File: config.mk
export PLATFORM = sky130hd
export DESIGN_NAME = fp_id_table
export DESIGN_NICKNAME = d
export VERILOG_FILES = /design/src/rtl/fp_id_table.sv
export SDC_FILE = /design/constraint.sdc
export NUM_CORES = 1
export LEC_CHECK = 0
export BUFFER_PORTS_ARGS = -buffer_cell sky130_fd_sc_hd__buf_4
export CAP_MARGIN = 20
export CORE_ASPECT_RATIO = 0.6
export CORE_MARGIN = 3
export CORE_UTILIZATION = 45
export CTS_CLUSTER_DIAMETER = 50
export DETAILED_ROUTE_END_ITERATION = 12
export GPL_ROUTABILITY_DRIVEN = 0
export PLACE_DENSITY = 0.68
export SETUP_SLACK_MARGIN = 0.5
export SYNTH_ARGS = -nofsm -noshare
export SYNTH_HDL_FRONTEND = slang
export SYNTH_SLANG_ARGS = --single-unit
File: constraint.sdc
create_clock -name i_Clock -period 3.9 [get_ports i_Clock]
set_clock_uncertainty 0.2 [all_clocks]
set_input_delay 0.78 -clock i_Clock [delete_from_list [all_inputs] [get_ports i_Clock]]
set_output_delay 0.78 -clock i_Clock [all_outputs]
set_load 0.05 [all_outputs]
File: src/rtl/fp_id_table.sv
// Fingerprint ID table: assembles multi-byte IDs from the UART byte stream, searches the
// table one entry per cycle, and enrolls unknown IDs into the next free slot when enabled.
module fp_id_table #(
    parameter int ID_BYTES = 1,
    parameter int DEPTH    = 8,
    parameter int IDX_W    = 3
) (
    input  logic             i_Clock,
    input  logic             i_Reset,
    input  logic             i_Rx_DV,
    input  logic [7:0]       i_Rx_Byte,
    input  logic             i_Enroll_En,
    input  logic             i_Clear,
    output logic             o_Busy,
    output logic             o_Result_Valid,
    output logic             o_Match,
    output logic             o_Stored,
    output logic [IDX_W-1:0] o_Index,
    output logic [IDX_W:0]   o_Count,
    output logic             o_Full,
    output logic             o_Overrun
);

    localparam int ID_W = 8 * ID_BYTES;
    localparam int BC_W = $clog2(ID_BYTES) + 1;

    typedef enum logic [1:0] {S_IDLE, S_SEARCH, S_WRITE, S_REPORT} state_t;

    state_t            state_q, state_d;
    logic [ID_W-1:0]   id_q;
    logic [ID_W-1:0]   id_next;
    logic [BC_W-1:0]   byte_cnt_q;
    logic              enroll_q;
    logic [IDX_W-1:0]  search_idx_q;
    logic [DEPTH-1:0]  valid_q;
    logic [ID_W-1:0]   table_q [DEPTH];
    logic [IDX_W:0]    count_q;
    logic              match_q, stored_q, overrun_q;
    logic [IDX_W-1:0]  index_q;
    logic [IDX_W-1:0]  free_idx;
    logic              byte_acc, last_byte, entry_hit, last_entry, full_w;

    // First byte received ends up in the MSB position.
    if (ID_BYTES == 1) begin : g_one_byte
        assign id_next = i_Rx_Byte;
    end else begin : g_multi_byte
        assign id_next = {id_q[ID_W-9:0], i_Rx_Byte};
    end

    assign free_idx = count_q[IDX_W-1:0];
    assign full_w   = (count_q == (IDX_W+1)'(DEPTH));

    always_comb begin
        state_d        = state_q;
        byte_acc       = (state_q == S_IDLE) && i_Rx_DV;
        last_byte      = byte_acc && (byte_cnt_q == BC_W'(ID_BYTES - 1));
        entry_hit      = valid_q[search_idx_q] && (table_q[search_idx_q] == id_q);
        last_entry     = (search_idx_q == IDX_W'(DEPTH - 1));
        o_Busy         = (state_q != S_IDLE);
        o_Result_Valid = (state_q == S_REPORT);
        case (state_q)
            S_IDLE:   if (last_byte) state_d = S_SEARCH;
            S_SEARCH: begin
                if (entry_hit)
                    state_d = S_REPORT;
                else if (last_entry)
                    state_d = (enroll_q && !full_w) ? S_WRITE : S_REPORT;
            end
            S_WRITE:  state_d = S_REPORT;
            S_REPORT: state_d = S_IDLE;
            default:  state_d = S_IDLE;
        endcase
        // A wipe abandons any in-flight search without reporting it.
        if (i_Clear) state_d = S_IDLE;
    end

    always_ff @(posedge i_Clock) begin
        if (i_Reset) state_q <= S_IDLE;
        else         state_q <= state_d;
    end

    always_ff @(posedge i_Clock) begin
        if (i_Reset || i_Clear) begin
            byte_cnt_q   <= '0;
            search_idx_q <= '0;
            valid_q      <= '0;
            count_q      <= '0;
            match_q      <= 1'b0;
            stored_q     <= 1'b0;
            index_q      <= '0;
        end else begin
            if (byte_acc)
                byte_cnt_q <= last_byte ? '0 : byte_cnt_q + 1'b1;
            if (last_byte)
                search_idx_q <= '0;
            else if (state_q == S_SEARCH)
                search_idx_q <= search_idx_q + 1'b1;

            if (state_q == S_SEARCH && entry_hit) begin
                match_q  <= 1'b1;
                stored_q <= 1'b0;
                index_q  <= search_idx_q;
            end else if (state_q == S_SEARCH && last_entry && state_d == S_REPORT) begin
                match_q  <= 1'b0;
                stored_q <= 1'b0;
                index_q  <= '0;
            end

            // Append-only: the free slot is always the current count.
            if (state_q == S_WRITE) begin
                valid_q[free_idx] <= 1'b1;
                count_q           <= count_q + 1'b1;
                match_q           <= 1'b0;
                stored_q          <= 1'b1;
                index_q           <= free_idx;
            end
        end
    end

    always_ff @(posedge i_Clock) begin
        if (i_Reset) overrun_q <= 1'b0;
        else         overrun_q <= i_Rx_DV && o_Busy;
    end

    // Table payload and latched ID carry no reset; only valid bits qualify entries.
    always_ff @(posedge i_Clock) begin
        if (byte_acc)            id_q              <= id_next;
        if (last_byte)           enroll_q          <= i_Enroll_En;
        if (state_q == S_WRITE)  table_q[free_idx] <= id_q;
    end

    assign o_Match   = match_q;
    assign o_Stored  = stored_q;
    assign o_Index   = index_q;
    assign o_Count   = count_q;
    assign o_Full    = full_w;
    assign o_Overrun = overrun_q;

endmodule

Word-level counts from Yosys, hierarchy flattened --
Memory sizes are Yosys's and may differ from the RTL's. A register that Yosys moved wholly into a read port is not among the register bits. Cells that the tools add are included.
Operators by class: add/subtract/negate cells 3, $mul 0, divide/modulo/power cells 0, $lt $le $gt $ge 3, eq/ne operators 7, shifts and indexed selects 0, muxes and demuxes 22, bitwise logic cells 2, reduce and logical (&&, ||, !) cells 17
Operators by type and width (number):
- $mux W3 | 5
- $mux W1 | 10
- $logic_and A1 B1 Y1 | 9
- $eq A8 B8 Y1 | 1
- $lt A3 B4 Y1 const B | 2
- $mux W2 | 4
- $or A8 B8 Y8 | 1
- $pmux W2 S4 | 1
- $eq A2 B2 Y1 const B | 3
- $add A4 B1 Y4 const B | 1
- $eq A4 B4 Y1 const B | 1
- $reduce_bool A2 Y1 | 2
- $reduce_or A2 Y1 | 2
- $add A3 B1 Y3 const B | 1
- $bmux W1 S3 | 1
- $demux W1 S3 | 1
- $eq A3 B3 Y1 const B | 1
- $ge A3 B1 Y1 const B | 1
- $reduce_bool A3 Y1 | 1
- $eq A2 B1 Y1 const B | 1
- $logic_not A2 Y1 | 1
- $add A1 B1 Y1 const B | 1
- $logic_not A1 Y1 | 1
- $logic_or A1 B1 Y1 | 1
- $not A1 Y1 | 1
Word-level totals: register bits after elaboration 33, latch bits 0, memory bits (writable) 64, memory bits (read-only) 0, bits of input ports 13, output and inout bits 13, logic and storage cells 66, memories kept 1
Memories:
- table_q | words 8, bits a word 8, rd ports 1, clocked after memory_dff 1, wr ports 1, RTL line 36 | logic [ID_W-1:0] table_q [DEPTH];

Longest topological paths before layout --
word-level depth 13, mapped depth 9, depth with buffers taken out 8

Least setup slack after synthesis --
No wires, ideal clock.
path kind register to register, from reg (tool-made name), to reg index_q[2], in the netlist o_Index[2], setup time 122 ps, arrival time 2231 ps, required time 3578 ps, path slack 1348 ps, stages on the path, launching flop included 10, buffers on the path 2, clock period less this slack 2552 ps, path through dfxtp_1 -> buf_6 -> buf_6 -> mux2i_1 -> mux4_1 -> xor2_1 -> nand4_1 -> nor4_4 -> nor2_2 -> a221o_1
RTL lines:
- to (signal assigned) | RTL line 102 | index_q <= search_idx_q;
- to (signal assigned) | RTL line 115 | index_q <= free_idx;
- to (decl) | RTL line 39 | logic [IDX_W-1:0] index_q;

==> flow_metrics.env <==
export IMPL_syn_area_sq_um=3960
export IMPL_synth_adder_area_share_pct=1.26
export IMPL_wl_mm=7.40
export IMPL_max_freq_mhz=341
export IMPL_synthArstFlopShare_pct=0
export IMPL_cts_tree="built"
export IMPL_htree_num_levels=3
export IMPL_arrival_ps=2960
export IMPL_syn_avg_cell_area_sq_um=16.1
export IMPL_worstSetupPathType="flip-flop to flip-flop"
export IMPL_overflow=0
export IMPL_synth_warning_count=0
export IMPL_layout_commonest_cell="edfxtp_1"
export IMPL_period_share_pct=75.3
export IMPL_clkLatencyLatePin_ps=340
export IMPL_n_antenna_cell=0
export IMPL_synth_seq_area_share_pct=69.0
export IMPL_finalSetupViolCount=0
export IMPL_path_max_fanout=10
export IMPL_nFillCells=662
export IMPL_die_area_sq_um=10000
export IMPL_area_delta_synth_final_pct=16.4
export IMPL_drt_met1_wl_mm=3.65
export IMPL_drc=0
export IMPL_clockRootBuffer="clkbuf_16"
export IMPL_cts_sinks=100
export IMPL_synth_simple_area_share_pct=9.07
export IMPL_core_area_sq_um=8200
export IMPL_dp_hpwl_mm=5.02
export IMPL_maxSlewViolCount=0
export IMPL_synthDistinctLibCells=37
export IMPL_drt_first_pass_iters=4
export IMPL_power_density_nw_per_um2=476
export IMPL_dr_wl_met2_mm=3.00
export IMPL_final_cell_mix="edfxtp_1, nor2_1, buf_4, dfxtp_1, mux2i_1"
export IMPL_cts_setup_buffers=0
export IMPL_cap_viol_max_count=0
export IMPL_fin_crit_ps=2940
export IMPL_die_height_um=78.7
export IMPL_ant_nets=0
export IMPL_grt_pass1_wl_mm=11.9
export IMPL_track_usage_pct=16.5
export IMPL_hold_viol=0
export IMPL_muxShareOfSynthArea_pct=14.0
export IMPL_cts_inserted_buffers=9
export IMPL_synth_xor_area_share_pct=2.43
export IMPL_fin_util_pct=56.2
export IMPL_die_w_um=127
export IMPL_post_synth_top_area_cell="edfxtp_1"
export IMPL_grt_max_degree=19
export IMPL_top_layer_used="met4"
export IMPL_dr_wl_met3_um=644
export IMPL_leakage_nw=1.58
export IMPL_hold_buffers=0
export IMPL_drtIter0Drc=157
export IMPL_crit_path_start_kind="flip-flop"
export IMPL_grt_pass1_vias=2052
export IMPL_max_vdd_ir_drop_uv=367
export IMPL_pin_count=26
export IMPL_required_ps=3930
export IMPL_synthTopCellsByArea="edfxtp_1, dfxtp_1, mux4_2"
export IMPL_synth_compound_area_share_pct=1.90
export IMPL_cts_clk_slew_worst_paths_ps=60
export IMPL_clk_path_buf_depth=2
export IMPL_cts_resized=0
export IMPL_synth_net_count=263
export IMPL_synth_top_family_by_area="multiplexers"
export IMPL_synth_top_area_share_pct=55.4
export IMPL_layout_drive_gt1_share_pct=22.5
export IMPL_wire_per_inst_um=18.8
export IMPL_synthFlopType="edfxtp_1"
export IMPL_routed_via_density=5.29
export IMPL_synth_seq_cells=100
export IMPL_finalNetCount=297
export IMPL_hp_class="flip-flop to flip-flop"
export IMPL_cp_end_kind="flip-flop"
export IMPL_antenna_found_initial=0
export IMPL_synth_edf_count=73
export IMPL_vias=2080
export IMPL_start_util_pct=48.3
export IMPL_relSlewSlack_pct=35.1
export IMPL_synth_cells=246
export IMPL_tightestPinTransition_ps=970
export IMPL_status="finished, final reports clean"
export IMPL_portBuffers=25
export IMPL_rsz0062_at_grt="no"
export IMPL_fin_tns_setup_ps=0
export IMPL_num_rows=25
==> cell usage after synthesis, types with 3 or more instances <==
master,instances
dfxtp_1,27
ha_1,4
nand2b_1,3
xor2_1,9
inv_1,6
mux2i_1,19
mux4_1,4
nand2_1,12
buf_6,3
mux4_2,11
nor3_1,5
a221o_1,3
nor2_1,34
a21oi_1,4
edfxtp_1,73
==> per-stage QoR <==
| stage | instance area [sq um] | hold slack (ps) | power [mW] | std cells | setup slack (ps) |
|---|---|---|---|---|---|
| final | 4610 | 272 | 2.19 | 393 | 963 |
| after global routing | 4610 | 320 | 2.27 | 393 | 810 |
| after CTS | 4610 | 279 | 2.22 | 393 | 921 |
| after detailed placement | 4260 | 260 | 1.23 | 377 | 933 |
| after global placement | 4250 | 246 | 1.23 | 376 | 1040 |
| after floorplan | 3960 | 235 | 1.20 | 246 | 1350 |
==> flip-flops by register name, summed over array words and instances, names as in the netlist, named ones only <==
register and cells:
table_q 64, id_q 8, valid_q 8, o_Count 4, o_Index 3, search_idx_q 3
state_q 2, byte_cnt_q 1, enroll_q 1, o_Match 1, o_Overrun 1, o_Stored 1
==> metal layers <==
metal  vias to the layer above  global-route usage (%)
met5                         -                       0
met4                         0                    5.46
met3                        11                    6.05
met2                        65                    20.4
met1                      1015                    26.0
li1                        989                       -
==> cells by family (layout without fill, tap and decap cells) <==
logic type	after synthesis	in the layout
fa+ha+maj	4	4
compound gates	11	11
flops	100	100
xor+xnor	11	11
mux	35	35
simple gates	71	71
buf+inv	14	53
==> final cells by class <==
type	instances	area (sq um)	share of cell area (%)
sequential	100	2730	59.3
tap	108	135	2.93
inverter	6	22.5	0.489
multi-input combinational	132	1130	24.6
clock inverter	3	65.1	1.41
timing repair buffer	31	236	5.13
clock buffer	13	282	6.11
==> final timing paths <==
kind	start	endpoint	slack, ps	depth (start not counted)
max	flip-flop	o_Index[1]	960	8
min	valid_q[1]	valid_q[1]	270	2
max reg2reg	flip-flop	o_Index[1]	960	8
min reg2reg	valid_q[1]	valid_q[1]	270	2
==> power breakdown <==
part	total, mW	switching [mW]	leakage, nW	internal, mW
combinational	0.0419	0.0245	0.530	0.0174
sequential	1.16	0.0127	0.880	1.15
clock	0.992	0.357	0.171	0.635
total	2.19	0.395	1.58	1.80
==> worst max-delay path, stage by stage, from the launching register on <==
cell and delay, ps:
dfxtp_1 540, buf_4 290, mux2i_1 100, mux4_2 490, xor2_1 160, nand4_1 190, nor4_4 400, nor2_2 100
a221o_1 360
Power figures use the tool's default switching activity.
